$ cat config.mk
export PLATFORM = sky130hd
export DESIGN_NAME = button_debouncer
export DESIGN_NICKNAME = d
export VERILOG_FILES = /design/src/rtl/debounce_pkg.sv /design/src/rtl/synchronizer.sv /design/src/rtl/button_debouncer.sv
export SDC_FILE = /design/constraint.sdc
export NUM_CORES = 1
export LEC_CHECK = 0
export ABC_AREA = 1
export ABC_CLOCK_PERIOD_IN_PS = 1200
export BUFFER_PORTS_ARGS = -buffer_cell sky130_fd_sc_hd__buf_2
export CORE_AREA = 2 2 39 41
export DETAILED_ROUTE_END_ITERATION = 8
export DIE_AREA = 0 0 41 43
export PLACE_DENSITY = 0.61
export SETUP_SLACK_MARGIN = 0.15
export SLEW_MARGIN = 5
export SYNTH_ARGS = -nofsm -noshare
export SYNTH_HDL_FRONTEND = slang
export SYNTH_SLANG_ARGS = --single-unit
$ cat constraint.sdc
create_clock -name clk -period 1.2 [get_ports clk]
set_input_delay 0.06 -clock clk [delete_from_list [all_inputs] [get_ports clk]]
set_output_delay 0.06 -clock clk [all_outputs]
set_load 0.02 [all_outputs]
$ cat src/rtl/debounce_pkg.sv
// -----------------------------------------------------------------------------
// debounce_pkg
// Shared types and constants for the push-button debounce path.
//   debounce_state_t       : four-state debounce FSM encoding (2 bits)
//   DEBOUNCE_DEFAULT_TICKS : default number of stable cycles to accept a level
// -----------------------------------------------------------------------------
package debounce_pkg;

    typedef enum logic [1:0] {
        STABLE_LOW,
        MAYBE_HIGH,
        STABLE_HIGH,
        MAYBE_LOW
    } debounce_state_t;

    localparam int DEBOUNCE_DEFAULT_TICKS = 16;

endpackage : debounce_pkg

$ cat src/rtl/synchronizer.sv
// -----------------------------------------------------------------------------
// synchronizer
// Multi-flop synchronizer that brings an asynchronous pin into the clk domain.
// STAGES must be at least 2.
// Ports:
//   clk    in  sampling clock
//   rst_n  in  asynchronous active-low reset, all stages clear to 0
//   d_i    in  asynchronous input
//   q_o    out synchronized output (STAGES cycles of latency)
// -----------------------------------------------------------------------------
module synchronizer #(
    parameter int STAGES = 2
) (
    input  logic clk,
    input  logic rst_n,
    input  logic d_i,
    output logic q_o
);

    logic [STAGES-1:0] sync_q;

    // NOTE: sequential state uses non-blocking assignments so every flop
    // samples the values from before the edge, giving a true shift chain.
    always_ff @(posedge clk or negedge rst_n) begin
        if (!rst_n) begin
            sync_q <= '0;
        end else begin
            sync_q <= {sync_q[STAGES-2:0], d_i};
        end
    end

    assign q_o = sync_q[STAGES-1];

endmodule : synchronizer

$ cat src/rtl/button_debouncer.sv
// -----------------------------------------------------------------------------
// button_debouncer
// Turns a bouncing mechanical button pin into a clean level plus one-cycle
// press/release pulses. The pin is normalised (optionally inverted), passed
// through a 2-flop synchronizer, and qualified by a four-state FSM that needs
// BOUNCE_TICKS consecutive stable cycles before accepting a level change.
// Parameters:
//   BOUNCE_TICKS  stable cycles needed to accept a change (>= 2)
//   ACTIVE_LOW    1 when the pin reads 0 while pressed
// Ports:
//   clk         in  sole clock
//   rst         in  asynchronous active-low reset
//   ena         in  FSM/counter advance enable (synchronizer always runs)
//   button_raw  in  asynchronous pin input
//   button_out  out debounced level, 1 = pressed
//   pressed     out one-cycle pulse on an accepted press
//   released    out one-cycle pulse on an accepted release
// -----------------------------------------------------------------------------
module button_debouncer
    import debounce_pkg::*;
#(
    parameter int BOUNCE_TICKS = DEBOUNCE_DEFAULT_TICKS,
    parameter bit ACTIVE_LOW   = 1'b0
) (
    input  logic clk,
    input  logic rst,
    input  logic ena,
    input  logic button_raw,
    output logic button_out,
    output logic pressed,
    output logic released
);

    localparam int             CNT_W    = $clog2(BOUNCE_TICKS);
    // Last count value of a qualification window; the counter never passes it.
    localparam logic [CNT_W-1:0] CNT_LAST = CNT_W'(BOUNCE_TICKS - 1);

    logic btn_n;
    logic btn_s;

    debounce_state_t    state_q, state_d;
    logic [CNT_W-1:0]   cnt_q, cnt_d;
    logic               out_q, out_d;
    logic               pressed_q, pressed_d;
    logic               released_q, released_d;

    // After normalisation 1 always means "pressed".
    assign btn_n = button_raw ^ ACTIVE_LOW;

    synchronizer #(
        .STAGES (2)
    ) u_sync (
        .clk   (clk),
        .rst_n (rst),
        .d_i   (btn_n),
        .q_o   (btn_s)
    );

    // NOTE: every signal driven here gets a default first, so no path can
    // leave it unassigned and infer a latch.
    always_comb begin
        state_d    = state_q;
        cnt_d      = cnt_q;
        out_d      = out_q;
        pressed_d  = 1'b0;
        released_d = 1'b0;

        // With ena low everything holds, so a MAYBE_* count freezes and
        // btn_s is ignored until ena returns.
        if (ena) begin
            case (state_q)
                STABLE_LOW: begin
                    if (btn_s) begin
                        state_d = MAYBE_HIGH;
                        cnt_d   = CNT_W'(1);
                    end else begin
                        cnt_d   = '0;
                    end
                end

                MAYBE_HIGH: begin
                    if (!btn_s) begin
                        // Bounce: abort silently to the prior stable level.
                        state_d = STABLE_LOW;
                        cnt_d   = '0;
                    end else if (cnt_q == CNT_LAST) begin
                        state_d   = STABLE_HIGH;
                        cnt_d     = '0;
                        out_d     = 1'b1;
                        pressed_d = 1'b1;
                    end else begin
                        cnt_d = cnt_q + 1'b1;
                    end
                end

                STABLE_HIGH: begin
                    if (!btn_s) begin
                        state_d = MAYBE_LOW;
                        cnt_d   = CNT_W'(1);
                    end else begin
                        cnt_d   = '0;
                    end
                end

                MAYBE_LOW: begin
                    if (btn_s) begin
                        state_d = STABLE_HIGH;
                        cnt_d   = '0;
                    end else if (cnt_q == CNT_LAST) begin
                        state_d    = STABLE_LOW;
                        cnt_d      = '0;
                        out_d      = 1'b0;
                        released_d = 1'b1;
                    end else begin
                        cnt_d = cnt_q + 1'b1;
                    end
                end

                default: begin
                    state_d = STABLE_LOW;
                    cnt_d   = '0;
                    out_d   = 1'b0;
                end
            endcase
        end
    end

    // NOTE: outputs come straight from flops with an asynchronous clear, so
    // reset forces them to 0 immediately without waiting for a clock edge.
    always_ff @(posedge clk or negedge rst) begin
        if (!rst) begin
            state_q    <= STABLE_LOW;
            cnt_q      <= '0;
            out_q      <= 1'b0;
            pressed_q  <= 1'b0;
            released_q <= 1'b0;
        end else begin
            state_q    <= state_d;
            cnt_q      <= cnt_d;
            out_q      <= out_d;
            pressed_q  <= pressed_d;
            released_q <= released_d;
        end
    end

    assign button_out = out_q;
    assign pressed    = pressed_q;
    assign released   = released_q;

endmodule : button_debouncer

==> metrics <==
outcome complete, no violations; Hold WC Path Type in2reg; Core ar. 1380 sq um; CP endpoint cnt_q[2]$_DFFE_PN0P_; final RePlAce weighted congestion 0.746; max-slew violations 0; gr ovfl total 0; dpl cells 84; CP Launch Type flip-flop; Root Driver clkbuf_4; CP arrival 1230 ps; achievable frequency 959 MHz; Tmin final 1040 ps; Max Cap Violations 0; hold_ws 64.0 ps; setup violators final 0; Critical R2R Launch cnt_q[1]$_DFFE_PN0P_; routed vias 448; routed wire length 947 um; ant diodes 0; met3 Use GR 3.14%; Non-Filler Instances 94; Syn-to-layout area delta 32.7%; Slew @ Worst Pin 247 ps; top cells by area, synth dfrtp_1 53%, nand2_1 13%, inv_1 7.2%; GRT Total Usage 13.5%; # IOs 7; FP Rows 14; DIE WIDTH 41 um; post-route ant nets 0; antenna violations before repair 0; syn_nets 68; die area 1760 sq um; Pwr Total 1.16 mW; Yosys cell types 16; grt peak-use layer met2; Vert. Die Dim 43 um; setup TNS 0 ps; starting density of the core 37.6%; Cell Area, Synth 520 sq um; RSZ-0062 raised after global routing true; vias in the first global route 397; pwr dens 1680 nW/um^2; Setup crit start cnt_q[1]$_DFFE_PN0P_; H-tree depth 1; Req. time, crit path 1390 ps; Ys Warns 0; post-synth top area share 52.9%; CTS Buf Count 3; # clock sinks 11; LEAKAGE 0.367 nW; largest area contributor in the netlist dfrtp_1; worst clock skew 0.378 ps; 1st-pass router iterations 2; DRC Markers 0; clk_lat worst skew 260 ps; share of layout cells above drive strength 1 30.8%; synthesized area per cell 8.26 sq um; VDD IR-drop max 0.977 mV; met2 GRT Util 19.7%; largest net degree at the start of global routing 12; critical path class reg2reg; worst-path maximum fanout 2; Fin. Hold Viols 0; crit share post-route 86.9%; initial DRC count 6; Final Util 49.9%; Synth Instances 63; TritonCTS clock tree yes; DR WL/cell 10.1 um; PortBufs 6; sequential area share after synthesis 52.9%; Nets 84; Via density 4.77; clock tree buffer depth 2; Seq cells post-synth 11; Reg2Reg Depth 5; worst flop-to-flop path endpoint cnt_q[2]$_DFFE_PN0P_; first-pass GRT wire length 1.64 mm; dpl hpwl 669 um; R2R setup slack 160 ps; CP endpoint kind flip-flop; CTS clock-pin slew for the worst setup and hold paths 70 ps; GRT met1 Usage 19.5%; worst rel slew slack 83.5%
==> worst max-delay path, stage by stage, from the launching register on <==
cell and delay, ps:
dfrtp_1 410, ha_4 190, buf_6 110, nand2_2 50, nand3_1 70, a21oi_1 140
==> how the worst min path moves through the flow <==
stage / startpoint / endpoint / depth (start not counted)
after floorplan: rst / asynchronous set/reset pin / 0
after global placement: rst / cnt_q[3]$_DFFE_PN0P_ / 1
after detailed placement: rst / cnt_q[3]$_DFFE_PN0P_ / 1
after CTS: ena / cnt_q[2]$_DFFE_PN0P_ / 2
after global routing: ena / cnt_q[2]$_DFFE_PN0P_ / 2
final: ena / cnt_q[2]$_DFFE_PN0P_ / 2
==> sequential cells by signal (all words and copies together) (netlist names), named ones only <==
name,count
button_out,1
cnt_q,4
pressed,1
released,1
state_q,1
u_sync.sync_q,2
==> layout by cell type, fill, tap and decap left out, types with 2 or more instances in the layout <==
cell           Yosys  layout
o21ai_1            2       2
buf_2              2       6
nand2_2            2       3
nand3_1            4       3
buf_4              0       4
dlygate4sd3_1      0       2
nor2_1             3       3
inv_1             10       9
nand3_4            0       2
clkbuf_4           0       3
dfrtp_1           11      11
inv_2              1       2
a21oi_1            3       3
nand2_1           18      16
==> kinds of logic (layout without fill, tap and decap cells) <==
group	after synthesis	in the layout	share of synthesized area, %
adders and majority gates	1	1	2.40
buffers and inverters	13	28	9.86
AOI/OAI and AO/OA	8	8	8.41
DFF	11	11	52.9
and+or+nand+nor	30	30	26.4
==> power by group <==
group / internal [mW] / switching [mW]
Sequential: 0.430 / 0.0810
Clock: 0.128 / 0.118
Combinational: 0.181 / 0.220
==> per-layer routing <==
| metal | vias up | routed length, um |
|---|---|---|
| met2 | 8 | 465 |
| met1 | 212 | 445 |
| li1 | 228 | - |
| met3 | 0 | 36 |
| met4 | 0 | 0 |
| met5 | - | 0 |
==> synth_stat cells <==
master    instances
nand2_1          18
dfrtp_1          11
inv_1            10
nand3_1           4
a21oi_1           3
nor2_1            3
buf_2             2
nand2_2           2
nand3_2           2
o21ai_1           2
ha_1              1
inv_2             1
nand4_1           1
o211ai_1          1
o21ai_0           1
o22ai_1           1
==> area by class of cell <==
| class | instances | area, sq um |
|---|---|---|
| flip-flops and latches | 11 | 275 |
| repair buffers | 13 | 91.3 |
| well taps | 16 | 20.0 |
| inverters | 11 | 41.3 |
| multi-input cells | 39 | 236 |
| clock buffers | 4 | 26.3 |
| fillers | 127 | 693 |
==> metrics by stage <==
| step | setup slack, ps | instance area [sq um] |
|---|---|---|
| global placement | 111 | 576 |
| CTS | 134 | 662 |
| floorplan | 156 | 528 |
| detailed placement | 69.2 | 576 |
| global route | 98.5 | 691 |
| finish | 157 | 691 |
==> what timing repair did <==
action | CTS | global route
pin swaps | 2 | 3
hold buffers | 2 | 0
setup buffers | 4 | 0
gates cloned | 0 | 0
gates resized for setup | 3 | 5
endpoints found under the hold margin | 12 | 0
setup endpoints to repair | 6 | 8
Power figures use the tool's default switching activity.
